--- src/rtl/stack_lifo_ctrl.sv ---
// ---------------------------------------------------------------------------
// stack_lifo_ctrl
//
// Parametrised LIFO stack with status flags, replace-top (push+pop), peek,
// synchronous flush and single-cycle error pulses. Storage is a plain
// register array with no reset, so it maps onto distributed RAM.
//
// Optional feature macro: STACK_WATERMARK_EN
//   When defined, adds output high_water: the largest count seen since reset
//   or since the last flush. It is registered one edge behind count.
//
// Ports
//   clk          rising-edge clock
//   rst_n        asynchronous active-low reset
//   push         write dataIn on top of the stack
//   pop          remove the top entry and return it on dataOut
//   peak         return the top entry on dataOut without removing it
//   flush        synchronous clear (highest priority)
//   dataIn       data to push
//   dataOut      registered read data (1-cycle latency)
//   data_valid   one-cycle pulse: dataOut was updated
//   count        number of entries held
//   empty        count == 0
//   full         count == STACK_depth
//   almost_full  count >= almost_full_lvl
//   overflow     one-cycle pulse: push rejected (stack full)
//   underflow    one-cycle pulse: pop or peak rejected (stack empty)
//   high_water   (STACK_WATERMARK_EN only) peak occupancy
//
// Request/response contract: a request is sampled on a rising edge; its
// response (data_valid/overflow/underflow and the new count) is visible for
// exactly the following cycle. There is no backpressure; one request may be
// issued every cycle.
//
// The first edge after reset release is always ignored (r_run is still 0),
// so a request presented as rst_n deasserts never takes effect.
// ---------------------------------------------------------------------------
module stack_lifo_ctrl #(
    parameter int data_width      = 8,
    parameter int STACK_depth     = 8,
    parameter int almost_full_lvl = STACK_depth - 1,
    localparam int CW             = $clog2(STACK_depth + 1)
) (
    input  logic                  clk,
    input  logic                  rst_n,
    input  logic                  push,
    input  logic                  pop,
    input  logic                  peak,
    input  logic                  flush,
    input  logic [data_width-1:0] dataIn,
    output logic [data_width-1:0] dataOut,
    output logic                  data_valid,
    output logic [CW-1:0]         count,
    output logic                  empty,
    output logic                  full,
    output logic                  almost_full,
    output logic                  overflow,
    output logic                  underflow
`ifdef STACK_WATERMARK_EN
    ,
    output logic [CW-1:0]         high_water
`endif
);

    localparam int AW = $clog2(STACK_depth);
    localparam logic [CW-1:0] CNT_MAX = CW'(STACK_depth);
    localparam logic [CW-1:0] CNT_AF  = CW'(almost_full_lvl);

    logic [data_width-1:0] r_mem [STACK_depth];
    logic [CW-1:0]         r_count;
    logic [data_width-1:0] r_dout;
    logic                  r_dv;
    logic                  r_ovf;
    logic                  r_unf;
    logic                  r_run;

    logic                  w_empty;
    logic                  w_full;
    logic [AW-1:0]         w_top_addr;
    logic [AW-1:0]         w_wr_addr;
    logic                  w_wr_en;
    logic                  w_rd_en;
    logic                  w_ovf;
    logic                  w_unf;
    logic [CW-1:0]         w_count_nxt;

    assign w_empty    = (r_count == '0);
    assign w_full     = (r_count == CNT_MAX);
    // Only used when the stack is non-empty, so the wrap at count==0 is harmless.
    assign w_top_addr = AW'(r_count - CW'(1));

    // Goes high one edge after reset release; gates every request.
    always_ff @(posedge clk or negedge rst_n) begin
        if (!rst_n) begin
            r_run <= 1'b0;
        end else begin
            r_run <= 1'b1;
        end
    end

    // Request decode, priority flush > push&pop > push > pop > peak.
    always_comb begin
        w_wr_en     = 1'b0;
        w_wr_addr   = AW'(r_count);
        w_rd_en     = 1'b0;
        w_ovf       = 1'b0;
        w_unf       = 1'b0;
        w_count_nxt = r_count;
        if (r_run) begin
            if (flush) begin
                w_count_nxt = '0;
            end else if (push && pop) begin
                if (w_empty) begin
                    // Nothing to return: behave as a push but flag the pop.
                    w_wr_en     = 1'b1;
                    w_count_nxt = r_count + CW'(1);
                    w_unf       = 1'b1;
                end else begin
                    // Replace-top: read old top and overwrite it on the same edge.
                    w_wr_en   = 1'b1;
                    w_wr_addr = w_top_addr;
                    w_rd_en   = 1'b1;
                end
            end else if (push) begin
                if (w_full) begin
                    w_ovf = 1'b1;
                end else begin
                    w_wr_en     = 1'b1;
                    w_count_nxt = r_count + CW'(1);
                end
            end else if (pop) begin
                if (w_empty) begin
                    w_unf = 1'b1;
                end else begin
                    w_rd_en     = 1'b1;
                    w_count_nxt = r_count - CW'(1);
                end
            end else if (peak) begin
                if (w_empty) begin
                    w_unf = 1'b1;
                end else begin
                    w_rd_en = 1'b1;
                end
            end
        end
    end

    always_ff @(posedge clk or negedge rst_n) begin
        if (!rst_n) begin
            r_count <= '0;
            r_dout  <= '0;
            r_dv    <= 1'b0;
            r_ovf   <= 1'b0;
            r_unf   <= 1'b0;
        end else begin
            r_count <= w_count_nxt;
            r_dv    <= w_rd_en;
            r_ovf   <= w_ovf;
            r_unf   <= w_unf;
            if (w_rd_en) begin
                r_dout <= r_mem[w_top_addr];
            end
        end
    end

    // Storage is deliberately not reset.
    always_ff @(posedge clk) begin
        if (w_wr_en) begin
            r_mem[w_wr_addr] <= dataIn;
        end
    end

`ifdef STACK_WATERMARK_EN
    logic [CW-1:0] r_high_water;

    always_ff @(posedge clk or negedge rst_n) begin
        if (!rst_n) begin
            r_high_water <= '0;
        end else if (r_run && flush) begin
            r_high_water <= '0;
        end else if (r_count > r_high_water) begin
            r_high_water <= r_count;
        end
    end

    assign high_water = r_high_water;
`endif

    assign dataOut     = r_dout;
    assign data_valid  = r_dv;
    assign overflow    = r_ovf;
    assign underflow   = r_unf;
    assign count       = r_count;
    assign empty       = w_empty;
    assign full        = w_full;
    assign almost_full = (r_count >= CNT_AF);

endmodule

--- config.mk ---
export PLATFORM = sky130hd
export DESIGN_NAME = stack_lifo_ctrl
export DESIGN_NICKNAME = d
export VERILOG_FILES = /design/src/rtl/stack_lifo_ctrl.sv
export SDC_FILE = /design/constraint.sdc
export NUM_CORES = 1
export LEC_CHECK = 0
export ABC_AREA = 1
export CORE_MARGIN = 2
export CORE_UTILIZATION = 55
export DETAILED_ROUTE_END_ITERATION = 6
export PLACE_DENSITY = 0.76
export SLEW_MARGIN = 30
export SYNTH_ARGS = -nofsm -noshare
export SYNTH_HDL_FRONTEND = slang
export SYNTH_SLANG_ARGS = --single-unit
--- constraint.sdc ---
create_clock -name clk -period 3.31 [get_ports clk]
set_clock_uncertainty 0.15 [all_clocks]
set_input_delay 0.993 -clock clk [delete_from_list [all_inputs] [get_ports clk]]
set_output_delay 0.993 -clock clk [all_outputs]
set_load 0.02 [all_outputs]
==> metrics.csv <==
metric;value;unit
hold_start;dataOut[5]$_DFFE_PN0P_;
setup_slack;0.1004;ns
grt-ovfl-total;0;
antenna_found_initial;0;
num_rows;30;
rsz0062_at_grt;false;
fin_tns_setup;0;ns
detail_route.wl_per_cell;14.39;µm
min_to;dataOut[5]$_DFFE_PN0P_;
maxCapViolations;0;
holdPathStages;2;
hold_class;reg2reg;
die_x;86.96;µm
synth.avg_cell_area;9.012;µm²
num_antenna_cells;0;
pin_count;32;
viasPerCell;5.029;
cellLeakagePower;2.061;nW
holdWs;0.3736;ns
grt.total_usage;22.58;%
relSlewSlack;52.72;%
clockPowerShare;22.3;%
p_sw_share;37.87;%
synth_cells;420;
clock_latency;0.34;ns
finalHoldViolCount;0;
finalCritPeriodShare;96.97;%
drive_above_1_share;8.974;%
p_int;1.998;mW
cts-root-buf;clkbuf_8;
maxSlewViolCount;0;
grt_pass1_vias;2684;
ant_nets;0;
drtIter0Drc;194;
syn_area;3785;µm²
worstSetupStartpointType;flop;
worst_slew_pin_slew;0.7069;ns
cts_buffers;9;
setup_viol_count_final;0;
ys_ff_latch;80;
clkTransAtPathRegs;0.08;ns
globalplace.congestion;0.8741;
crit_path_end_kind;output pin;
drc;0;
final_net_count;480;
worstSetupPathType;reg2out;
regArea;2322;µm²
cts.sinks;80;
pre_cts_ws;0.1714;ns
post-route-min-period;3.210;ns
ys.warnings.count;0;
vias;2756;
syn_nets;437;
cts_buffer_depth;2;
holdBufCountCts;0;
grt_start_max_net_pins;36;
fp.dieH;86.96;µm
io_buffers;31;
powerDensity;725.9;nW/µm²
syn_to_final_growth;17.02;%
die_area;7561;µm²
start_util;56.33;%
fillerInstances;549;
status;finished, final reports clean;
ys_seq_area_share;61.36;%
arrival;2.07;ns
reg2reg_to;r_mem[0][4]$_DFFE_PP_;
hpwl;5.525;mm
p_comb_share;39.0;%
reg2reg_setup_slack;0.55;ns
max_freq;311.6;MHz
cts_setup_buffers;0;
cts_max_level;3;
rr_worst_depth;9;
cts_tree;yes;
dr.pass1.iters;4;
core-area;6719;µm²
r2r_start;count[0]$_DFFE_PN0P_;
synth_cell_types;27;
p_switching;1.217;mW
peakVddDrop;0.0004417;V
crit_required;2.17;ns
drt_wl_total;7.887;mm
cp_max_fo;8;
power_frac_seq;38.6;%
multi_input_area;1070;µm²
cts-resized-gates;0;
grt_pass1_wl;12.80;mm
## power groups by stage
stage,clock network [mW],logic [mW],registers (mW)
floorplan,0,0.761,1.33
global placement,0,1.22,1.26
detailed placement,0,1.24,1.26
CTS,0.731,1.25,1.24
global route,0.772,1.40,1.26
finish,0.718,1.25,1.24
## worst max-delay path by stage
stage / startpoint / to / slack [ns]
after floorplan: count[0]$_DFFE_PN0P_ / r_mem[1][0]$_DFFE_PP_ / 0.60
after global placement: push / r_mem[0][2]$_DFFE_PP_ / 0.24
after detailed placement: push / r_mem[0][2]$_DFFE_PP_ / 0.17
after CTS: count[0]$_DFFE_PN0P_ / empty / 0.1
after global routing: count[0]$_DFFE_PN0P_ / empty / 0.005
final: count[0]$_DFFE_PN0P_ / empty / 0.10
## stage by stage
stage	power [mW]	util (%)	instance area, µm²	cells
floorplan	2.086	-	3785	420
global placement	2.484	62.96	4230	532
detailed placement	2.501	62.96	4230	532
CTS	3.219	65.92	4429	548
global route	3.425	65.92	4429	548
finish	3.215	65.92	4429	548
## logic make-up (layout without fill, tap and decap cells)
logic type | Yosys count | in the layout | synth area share, %
simple gates | 218 | 218 | 24.07
fa+ha+maj | 3 | 3 | 0.9918
other cells | 1 | 1 | 0.09908
flops | 80 | 80 | 61.36
buf+inv | 99 | 147 | 10.38
compound gates | 19 | 19 | 3.108
## synth_stat cells
| cell type | instances | area, µm² |
|---|---|---|
| inv_2 | 4 | 15.01 |
| buf_2 | 8 | 40.04 |
| nand3_2 | 2 | 20.02 |
| nand2_1 | 154 | 578.1 |
| buf_6 | 1 | 11.26 |
| dfrtp_1 | 16 | 400.4 |
| nor2_2 | 1 | 6.260 |
| nor2_1 | 18 | 67.56 |
| edfxtp_1 | 64 | 1922 |
| conb_1 | 1 | 3.750 |
| ha_1 | 3 | 37.54 |
| clkinv_1 | 1 | 3.750 |
| nor3b_2 | 1 | 12.51 |
| buf_4 | 1 | 7.510 |
| nor2_4 | 1 | 11.26 |
| o21ai_1 | 9 | 45.04 |
| nand3_1 | 37 | 185.2 |
| a21oi_4 | 1 | 16.27 |
| nand4_1 | 2 | 12.51 |
| a21oi_2 | 1 | 8.760 |
| clkbuf_1 | 3 | 11.26 |
| inv_1 | 81 | 304.0 |
| nand2_4 | 1 | 11.26 |
| nand2_2 | 1 | 6.260 |
| a32oi_1 | 1 | 8.760 |
| o21ai_2 | 1 | 8.760 |
| o21ai_0 | 6 | 30.03 |
## area by class of cell
type,count,share of cell area [%]
tap,80,2.260
sequential,80,52.43
inverter,86,7.288
clock buffer,12,3.277
multi-input combinational,241,24.15
clock inverter,4,1.215
timing repair buffer,45,9.379
## sequential cells by signal, indices dropped and copies added, names as in the netlist
name	count
count	4
r_mem	64
data_valid	1
overflow	1
r_run	1
dataOut	8
underflow	1
## placed cells by master, fill, tap and decap left out
cell / instances
nand2_1: 154
clkdlybuf4s50_1: 31
nand3_2: 2
nor2_4: 1
inv_1: 81
inv_2: 4
bufinv_16: 1
o21ai_0: 6
edfxtp_1: 64
nor3b_2: 1
nor2_1: 18
nand4_1: 2
nor2_2: 1
nand2_4: 1
clkinvlp_4: 2
nand3_1: 37
clkbuf_1: 2
a32oi_1: 1
inv_6: 1
a21oi_4: 1
o21ai_1: 9
clkinv_1: 1
a21oi_2: 1
o21ai_2: 1
clkbuf_8: 10
conb_1: 1
buf_4: 14
dfrtp_1: 16
ha_1: 3
nand2_2: 1
## routing by layer
layer  global-route usage (%)  vias to the layer above  wire, µm
li1                         -                     1385         -
met1                    30.18                     1257      3622
met2                    37.06                       98      3650
met3                    5.213                       16       470
met4                    6.676                        0       143
met5                        0                        -         0
## critical path: stages, from the launching register on
cell	delay, ns
dfrtp_1	0.52
clkinv_1	0.16
ha_1	0.30
nand2_4	0.14
inv_1	0.07
clkdlybuf4s50_1	0.54
Note: power is estimated with default switching activity, not from simulation.
